[config.mk]
export PLATFORM = sky130hd
export DESIGN_NAME = fpu_issue_sequencer
export DESIGN_NICKNAME = d
export VERILOG_FILES = /design/src/rtl/fpu_issue_sequencer.sv
export SDC_FILE = /design/constraint.sdc
export NUM_CORES = 1
export LEC_CHECK = 0
export CAP_MARGIN = 10
export CORE_MARGIN = 1
export CORE_UTILIZATION = 25
export DETAILED_ROUTE_END_ITERATION = 12
export GPL_ROUTABILITY_DRIVEN = 0
export GPL_TIMING_DRIVEN = 0
export PLACE_DENSITY = 0.62
export SLEW_MARGIN = 10
export SYNTH_ARGS = -nofsm -noshare
export SYNTH_HDL_FRONTEND = slang
export SYNTH_SLANG_ARGS = --single-unit
[constraint.sdc]
create_clock -name clk -period 7.1 [get_ports clk]
set_clock_uncertainty 0.05 [all_clocks]
set_input_delay 2.13 -clock clk [delete_from_list [all_inputs] [get_ports clk]]
set_output_delay 2.13 -clock clk [all_outputs]
set_load 0.005 [all_outputs]
[src/rtl/fpu_issue_sequencer.sv]
// -----------------------------------------------------------------------------
// fpu_issue_sequencer
//
// Upstream issue stage for the Fixed_Point_Unit. It accepts one request over a
// valid/ready handshake and latches the operands. It holds the FPU operation
// and operands stable until the FPU reports ready. It then returns the result
// (with the request tag) to writeback over a second valid/ready handshake.
//
// After every response, one RECOVER cycle forces the FPU operation to ADD, so
// the FPU multiplier FSM always sees a non-MUL cycle and restarts cleanly. A
// watchdog turns an operation that never completes into an error response.
//
// Handshake rule (both ports): a transfer happens on the rising clk edge where
// valid and ready are both high. The producer holds valid and its payload
// stable until that edge. This block never drops req_ready or rsp_valid while a
// transfer is pending.
//
// Ports
//   clk, reset       clock; asynchronous active-high reset
//   req_valid/ready  request handshake (req_ready is high only in IDLE)
//   req_op           FPU_ADD / FPU_SUB / FPU_MUL / FPU_SQRT
//   req_a, req_b     operands (req_b is unused by SQRT but is still driven)
//   req_tag          destination register id, echoed on rsp_tag
//   fpu_operand_1/2  operands to the FPU, zero outside ISSUE/WAIT
//   fpu_operation    operation to the FPU, ADD outside ISSUE/WAIT
//   fpu_start        one-cycle pulse in the ISSUE cycle
//   fpu_result       result from the FPU
//   fpu_ready        ready from the FPU
//   rsp_valid/ready  response handshake
//   rsp_result       captured result (0 on watchdog error)
//   rsp_tag          tag of the completed request
//   rsp_error        1 when the watchdog expired
//   busy             high whenever the sequencer is not in IDLE
// -----------------------------------------------------------------------------
module fpu_issue_sequencer #(
  parameter int WIDTH          = 32,
  parameter int TAG_W          = 5,
  parameter int TIMEOUT_CYCLES = 64
) (
  input  logic             clk,
  input  logic             reset,
  input  logic             req_valid,
  output logic             req_ready,
  input  logic [1:0]       req_op,
  input  logic [WIDTH-1:0] req_a,
  input  logic [WIDTH-1:0] req_b,
  input  logic [TAG_W-1:0] req_tag,
  output logic [WIDTH-1:0] fpu_operand_1,
  output logic [WIDTH-1:0] fpu_operand_2,
  output logic [1:0]       fpu_operation,
  output logic             fpu_start,
  input  logic [WIDTH-1:0] fpu_result,
  input  logic             fpu_ready,
  output logic             rsp_valid,
  input  logic             rsp_ready,
  output logic [WIDTH-1:0] rsp_result,
  output logic [TAG_W-1:0] rsp_tag,
  output logic             rsp_error,
  output logic             busy
);

  // Operation codes shared with the Fixed_Point_Unit.
  localparam logic [1:0] FPU_ADD  = 2'b00;
  localparam logic [1:0] FPU_SUB  = 2'b01;
  localparam logic [1:0] FPU_MUL  = 2'b10;
  localparam logic [1:0] FPU_SQRT = 2'b11;

  localparam int               CNT_W       = $clog2(TIMEOUT_CYCLES + 1);
  localparam logic [CNT_W-1:0] TIMEOUT_LIM = CNT_W'(TIMEOUT_CYCLES);

  typedef enum logic [2:0] {
    S_IDLE    = 3'd0,
    S_ISSUE   = 3'd1,
    S_WAIT    = 3'd2,
    S_RESP    = 3'd3,
    S_RECOVER = 3'd4
  } state_t;

  state_t           state;
  logic [TAG_W-1:0] tag_q;
  logic [CNT_W-1:0] wd_cnt;   // ISSUE/WAIT cycles already completed

  logic [CNT_W-1:0] wd_next;
  logic             in_op;
  logic             is_add_sub;
  logic             capture;
  logic             expire;

  // fpu_operation holds the latched op during ISSUE/WAIT, so the decode below
  // reads from it directly. ADD and SUB are the two codes with bit 1 clear.
  always_comb begin
    wd_next    = wd_cnt + 1'b1;
    in_op      = (state == S_ISSUE) || (state == S_WAIT);
    is_add_sub = (fpu_operation == FPU_ADD) || (fpu_operation == FPU_SUB);
    capture    = 1'b0;
    case (state)
      // In the ISSUE cycle, a ready seen for MUL/SQRT is left over from the
      // previous operation, so only the combinational ADD/SUB path can finish.
      S_ISSUE: capture = is_add_sub && fpu_ready;
      S_WAIT:  capture = fpu_ready;
      default: capture = 1'b0;
    endcase
    // This cycle is the wd_next-th cycle of the op. A capture in the same
    // cycle takes priority over expiry, which the state machine enforces.
    expire = in_op && (wd_next >= TIMEOUT_LIM);
  end

  always_ff @(posedge clk or posedge reset) begin
    if (reset) begin
      state         <= S_IDLE;
      tag_q         <= '0;
      wd_cnt        <= '0;
      req_ready     <= 1'b1;
      fpu_operand_1 <= '0;
      fpu_operand_2 <= '0;
      fpu_operation <= FPU_ADD;
      fpu_start     <= 1'b0;
      rsp_valid     <= 1'b0;
      rsp_result    <= '0;
      rsp_tag       <= '0;
      rsp_error     <= 1'b0;
      busy          <= 1'b0;
    end else begin
      case (state)
        S_IDLE: begin
          // req_ready is high for the whole IDLE state.
          if (req_valid) begin
            state         <= S_ISSUE;
            req_ready     <= 1'b0;
            busy          <= 1'b1;
            fpu_operation <= req_op;
            fpu_operand_1 <= req_a;
            fpu_operand_2 <= req_b;
            fpu_start     <= 1'b1;
            tag_q         <= req_tag;
            wd_cnt        <= '0;
          end
        end

        S_ISSUE, S_WAIT: begin
          fpu_start <= 1'b0;
          if (capture || expire) begin
            state         <= S_RESP;
            rsp_valid     <= 1'b1;
            rsp_result    <= capture ? fpu_result : '0;
            rsp_error     <= ~capture;
            rsp_tag       <= tag_q;
            // Drop the FPU inputs to the idle values as soon as the op ends.
            fpu_operation <= FPU_ADD;
            fpu_operand_1 <= '0;
            fpu_operand_2 <= '0;
          end else begin
            state  <= S_WAIT;
            wd_cnt <= wd_next;
          end
        end

        S_RESP: begin
          if (rsp_ready) begin
            state     <= S_RECOVER;
            rsp_valid <= 1'b0;
          end
        end

        // The FPU inputs already idle at ADD/0 here. This cycle only
        // guarantees the multiplier sees a non-MUL op before the next request.
        S_RECOVER: begin
          state     <= S_IDLE;
          req_ready <= 1'b1;
          busy      <= 1'b0;
        end

        default: begin
          state         <= S_IDLE;
          req_ready     <= 1'b1;
          busy          <= 1'b0;
          rsp_valid     <= 1'b0;
          fpu_start     <= 1'b0;
          fpu_operation <= FPU_ADD;
          fpu_operand_1 <= '0;
          fpu_operand_2 <= '0;
        end
      endcase
    end
  end

endmodule
* Word-level counts from Yosys, hierarchy flattened
Cells that the tools add are included.
** Word-level totals
- Flip-flop bits (word level) :: 123
- Bits of input ports :: 108
- Output and inout port bits :: 108
- Word-level logic and storage cells :: 73
** Operators by class
- $add $sub $neg :: 1
- Magnitude comparators :: 1
- Eq/ne operators :: 9
- Mux-type cells :: 25
- Bitwise gates (word level) :: 4
- Reductions and logical operators :: 20
** Operator list (number)
- one-hot mux 32 bit (3 select lines) :: 2
- two-way mux 32 bit :: 4
- two-way mux 7 bit :: 2
- one-hot mux 7 bit (2 select lines) :: 1
- AND reduction 2 bit :: 5
- one-hot mux 3 bit (3 select lines) :: 1
- AND reduction 3 bit :: 3
- != test 2 bit, second input constant :: 4
- one-hot mux 1 bit (2 select lines) :: 4
- adder 7 x 1 -> 7 bit, second input constant :: 1
- greater-or-equal comparator 7 bit, second input constant :: 1
- == test 3 x 2 -> 1 bit, second input constant :: 2
- two-way mux 3 bit :: 2
- one-hot mux 2 bit (3 select lines) :: 1
- OR reduction 2 bit :: 3
- two-way mux 1 bit :: 5
- two-way mux 2 bit :: 2
- NOT 1 bit :: 4
- == test 3 x 1 -> 1 bit, second input constant :: 1
- == test 3 bit, second input constant :: 1
- logical NOT 3 bit :: 1
- logical OR 1 bit :: 3
- one-hot mux 1 bit (3 select lines) :: 1
- OR reduction 3 bit :: 1
- other kinds (4) :: 5

* Longest topological paths before layout
- Depth in word-level cells :: 7
- Gate-level depth with buffers :: 8
- Depth with buffers taken out :: 6

* Worst setup path after synthesis
OpenSTA, ideal clock, no wires.
- Kind :: in2reg
- Start :: input fpu_ready
- End :: register wd_cnt[4]
- Setup time :: 0.066 ns
- Data arrival time :: 3.111 ns
- Required time :: 6.984 ns
- Path slack :: 3.873 ns
- Cell stages on the path :: 5
- Buffers on the path :: 0
- Path through :: nor2_1 > a31oi_2 > or3_1 > or4_1 > nand2_1
** On the way
- Cells in the longest elaborated chain, start to end :: 5
** Ends and longest elaborated chain
- start: declaration :: RTL line 53 : input logic fpu_ready,
- logical AND 1 bit :: RTL line 99 : S_ISSUE: capture = is_add_sub && fpu_ready;
- one-hot mux 1 bit (2 select lines) * :: RTL line 96 : case (state)
- logical OR 1 bit * :: RTL line 142 : if (capture || expire) begin
- != test 2 bit (no line) *
- AND reduction 3 bit (no line) *
- end signal: assignment :: RTL line 154 : wd_cnt <= wd_next;
- end: declaration :: RTL line 81 : logic [CNT_W-1:0] wd_cnt;
Mark *: on every way between the ends. The rest lies on a longest branch, timed or not.
A chain may end at the register's enable or synchronous reset.

* Final worst setup path
- Start :: input req_valid
- End :: register wd_cnt[5]
** On the way
- Cells in the longest elaborated chain, start to end :: 2
** Ends and longest elaborated chain
- start: declaration :: RTL line 42 : input logic req_valid,
- != test 2 bit (no line)
- AND reduction 3 bit (no line)
Every way passes these cells.

==> flow_results.org <==
** Run status
- The flow ran to the end, and the final reports show no timing, DRC or antenna violations.

** Timing
- The worst path meets setup with 3.32 ns of slack.
- Measured against its own limit, the worst slew margin works out to between 60% and 70%.
- Final Hold Fails :: 0
- Crit path time final :: 3.78 ns
- After layout, the worst path uses 53.2% of the clock period.
- Final setup violation count :: 0
- Setup repair after global routing left no endpoint under its margin.
- The count of pins over their slew limit came to 0.
- Max frequency :: 0.265 GHz
- Worst Max-Slew Pin Slew :: 0.569 ns
- Fin Setup TNS :: 0 ns

** Synthesis
- Adder and majority cell fraction of the synthesized area :: less than 1%
- Largest family of logic cells by synthesized area :: simple AND/OR/NAND/NOR gates
- Sequential fraction of the synthesis area :: 61.7%
- Number of flops mapped to enable cells by yosys :: 0
- Number of synthesized register bits :: roughly 120
- The synthesized netlist devotes 0% of its cell area to XOR and XNOR gates.
- The number of different library cells used by synthesis comes to 39.
- Post-synth net total :: 591
- Total standard cell area after synthesis :: 4990 sq um
- During synthesis, Yosys emitted a total of 0 warnings.
- Most used flip-flop cell after synthesis :: sky130_fd_sc_hd__dfrtp_1
- Compound-gate portion of the synthesized area :: 8.45%
- Mean Syn Cell Area :: 10.3 sq um
- Synthesis produced 482 cells.
- Share of flip-flops with an asynchronous set or reset after synthesis :: 100%
- Of the total synthesized cell area, the portion taken by AND, OR, NAND and NOR gates is a little under a quarter.
- Measured against the total synthesized area, the mux share comes to 2.51%.

** Clocking
- Clk Tree Root Cell :: sky130_fd_sc_hd__clkbuf_16
- Buffers inserted to repair hold after CTS numbered 0.
- Depth of the CTS H-tree :: 4
- Insertion delay of the later-clocked pin in the worst-skew pair :: 0.42 ns
- TritonCTS built the clock tree.
- The number of setup buffers added after CTS is 0.
- Maximum buffer depth of the clock tree :: 2
- Clock-pin slew was measured on the worst setup and hold paths at 0.06 ns.
- Once the clock tree was built, the resizer swapped 0 gates to a different size.
- Buffers inserted during clock tree synthesis total 17.
- TritonCTS sink count :: 123

** Floorplan
- For this configuration, the core starts out at a cell density of 25.5%.
- Horizontal extent of the die :: 143 microns
- Die extent in y :: roughly 140 microns
- After floorplanning, the core was divided into 51 placement rows.
- The floorplan step defined a core boundary enclosing 19500 sq um.
- Die footprint :: 20500 sq um
- Pin placement for this block handled 216 I/O pins.

** Detailed routing
- Post-DRT Antenna Nets :: 0
- After detailed routing, the average wire length per cell comes to ~15 microns.
- In the routed design, unresolved DRC markers number 0.
- DR vias :: 4261
- The routed design uses 6350 microns of met2 wire.
- After detailed routing, the met3 layer carries 1560 microns of wire.
- Max layer used :: met4
- For this block, wires on met1 add up to 6400 microns.
- In this run, the number of DRC markers left after iteration 0 of detailed routing was 101.
- DRT Pass-1 Iters :: 4
- In the routed layout, each cell is associated on average with a via count of approximately 4.3.
- Total Wirelength :: 14500 microns

** Hold path
- The min-delay analysis places its worst path in the category reg -> reg.
- For hold timing, the worst endpoint is tag_q[3].
- The worst hold path was traced through 2 stages.
- Hold path start :: tag_q[3]

** Final layout
- The post-route netlist has 8.77% of its cells at a drive strength greater than 1.
- # diodes :: 0
- The area growth from synthesis to layout is 62.6%.
- With fillers left out, the area of the finished cells amounts to 8110 sq um.
- # nets final :: 826

** Power
- The worst-case IR drop observed on VDD is between 0.15 and 0.2 mV.
- Total leakage power :: 3.54 nW
- Overall power after layout :: about 0.0036 W
- Power density normalized to cell area :: around 440 nW/um^2

** Critical path
- Worst endpoint data arrival time :: 4.06 ns
- Max FO, Critical Path :: 10
- Capture point of the worst reg-to-reg path :: fpu_operand_1[0]
- The worst register-to-register path begins at wd_cnt[0].
- Critical path startpoint category :: primary input
- Measured in cells, the most critical reg-to-reg path has a length of 8.
- Required time worst endpoint :: 7.39 ns
- Type of element capturing the critical path :: register
- Across all register-to-register paths, the minimum setup slack is 4.95 ns.
- The worst setup path is of the in -> reg kind.

** Placement
- Prior to clock tree synthesis, the placed netlist has a worst setup slack of ~2.9 ns.
- DP Area :: 7500 sq um
- Buffers placed on the I/O ports in this run total 215.
- Detail Placement HPWL :: 10100 microns

** Flow run
- Maximum Capacitance Violations :: 0

** Global routing
- Maximum number of pins on one net before global-route repair :: 65
- Congestion Overflow GR :: 0
- The first global-routing pass estimated 22800 microns of wire.
- Number of antenna violations at the first check in global routing :: 0
- Across every metal layer, demand over resource in global routing totals ~15%.
- Number of global-route vias before repair :: about 4.3k
routing by layer:
layer  track usage, %  vias up
li1                 -     2102
met1             18.0     1981
met2             22.5      165
met3             7.75       13
met4             4.54        0
met5                0        -
stage by stage:
step	hold slack (ns)	util [%]	instances
6_report	0.432	41.5	995
5_1_grt	0.459	41.5	995
4_1_cts	0.443	41.5	995
3_5_place_dp	0.423	38.4	963
3_3_place_gp	0.410	38.3	962
2_1_floorplan	0.396	-	482
flip-flops by register name, summed over array words and instances (netlist names):
signal,count
wd_cnt,7
fpu_operand_2,32
tag_q,5
rsp_result,32
req_ready,1
rsp_valid,1
fpu_start,1
fpu_operand_1,32
state,3
busy,1
rsp_tag,5
rsp_error,1
fpu_operation,2
power breakdown:
part	leakage, nW	internal, W	switching [W]	total, W
registers	1.56	0.00101	0.000172	0.00118
logic	1.69	0.000858	0.000616	0.00147
clock network	0.296	0.000562	0.000337	0.000899
total	3.54	0.00243	0.00113	0.00356
placed cells by master (no fill, tap or decap), types with 3 or more instances in the layout:
master	n
sky130_fd_sc_hd__a22o_1	32
sky130_fd_sc_hd__buf_1	4
sky130_fd_sc_hd__buf_2	11
sky130_fd_sc_hd__buf_6	8
sky130_fd_sc_hd__bufinv_16	3
sky130_fd_sc_hd__clkbuf_1	9
sky130_fd_sc_hd__clkbuf_16	17
sky130_fd_sc_hd__clkdlybuf4s50_1	215
sky130_fd_sc_hd__clkinv_2	4
sky130_fd_sc_hd__clkinv_4	3
sky130_fd_sc_hd__dfrtp_1	122
sky130_fd_sc_hd__inv_1	3
sky130_fd_sc_hd__inv_6	3
sky130_fd_sc_hd__mux2_4	5
sky130_fd_sc_hd__mux2i_1	5
sky130_fd_sc_hd__nand2_1	32
sky130_fd_sc_hd__nand2b_1	3
sky130_fd_sc_hd__nor2_1	143
sky130_fd_sc_hd__nor3_1	67
sky130_fd_sc_hd__or3_1	4
cells in the mapped netlist (2+ instances only):
master	number	area share [%]
sky130_fd_sc_hd__a21oi_1	2	0.20
sky130_fd_sc_hd__a22o_1	32	5.6
sky130_fd_sc_hd__and2_1	2	0.25
sky130_fd_sc_hd__and3_1	2	0.25
sky130_fd_sc_hd__buf_1	4	0.30
sky130_fd_sc_hd__buf_2	11	1.1
sky130_fd_sc_hd__buf_6	8	1.8
sky130_fd_sc_hd__clkbuf_1	9	0.68
sky130_fd_sc_hd__dfrtp_1	122	61
sky130_fd_sc_hd__inv_1	4	0.30
sky130_fd_sc_hd__mux2_4	5	1.5
sky130_fd_sc_hd__mux2i_1	5	1.0
sky130_fd_sc_hd__nand2_1	32	2.4
sky130_fd_sc_hd__nand2b_1	3	0.38
sky130_fd_sc_hd__nand3_1	2	0.20
sky130_fd_sc_hd__nor2_1	143	11
sky130_fd_sc_hd__nor2b_1	2	0.25
sky130_fd_sc_hd__nor3_1	67	6.7
sky130_fd_sc_hd__o211ai_1	2	0.30
sky130_fd_sc_hd__o31ai_1	2	0.30
sky130_fd_sc_hd__or3_1	4	0.50
sky130_fd_sc_hd__or4_1	2	0.30
worst max-delay path by stage:
| stage | startpoint | end | slack (ns) | cells past startpoint |
|---|---|---|---|---|
| 2_1_floorplan | reset | busy | 1.65 | 1 |
| 3_3_place_gp | reset | rsp_result[13] | -0.53 | 2 |
| 3_5_place_dp | req_valid | wd_cnt[4] | 2.86 | 7 |
| 4_1_cts | req_valid | wd_cnt[5] | 3.30 | 7 |
| 5_1_grt | req_valid | fpu_operand_1[0] | 3.12 | 7 |
| 6_report | req_valid | wd_cnt[5] | 3.32 | 7 |
final cells by class:
class	instances	area, sq um
sequential	123	3080
multi-input combinational	323	1700
buffer	32	194
inverter	4	20.0
clock inverter	14	169
clock buffer	18	439
timing repair buffer	216	2180
tap	265	332
fill	1939	11400
cell families (layout without fill, tap and decap cells):
kind of cell,Yosys count,in the layout
and+or+nand+nor,264,264
DFF,123,123
AOI/OAI and AO/OA,48,48
buffers and inverters,36,284
muxes,10,10
adders and majority gates,1,1
worst max-delay path: stages:
cell and delay [ns]:
sky130_fd_sc_hd__clkdlybuf4s50_1 0.45, sky130_fd_sc_hd__nor2b_1 0.17, sky130_fd_sc_hd__nand2_1 0.29, sky130_fd_sc_hd__buf_2 0.32, sky130_fd_sc_hd__clkbuf_1 0.44, sky130_fd_sc_hd__nand2_1 0.11
sky130_fd_sc_hd__mux2i_1 0.14
Power figures use the tool's default switching activity.
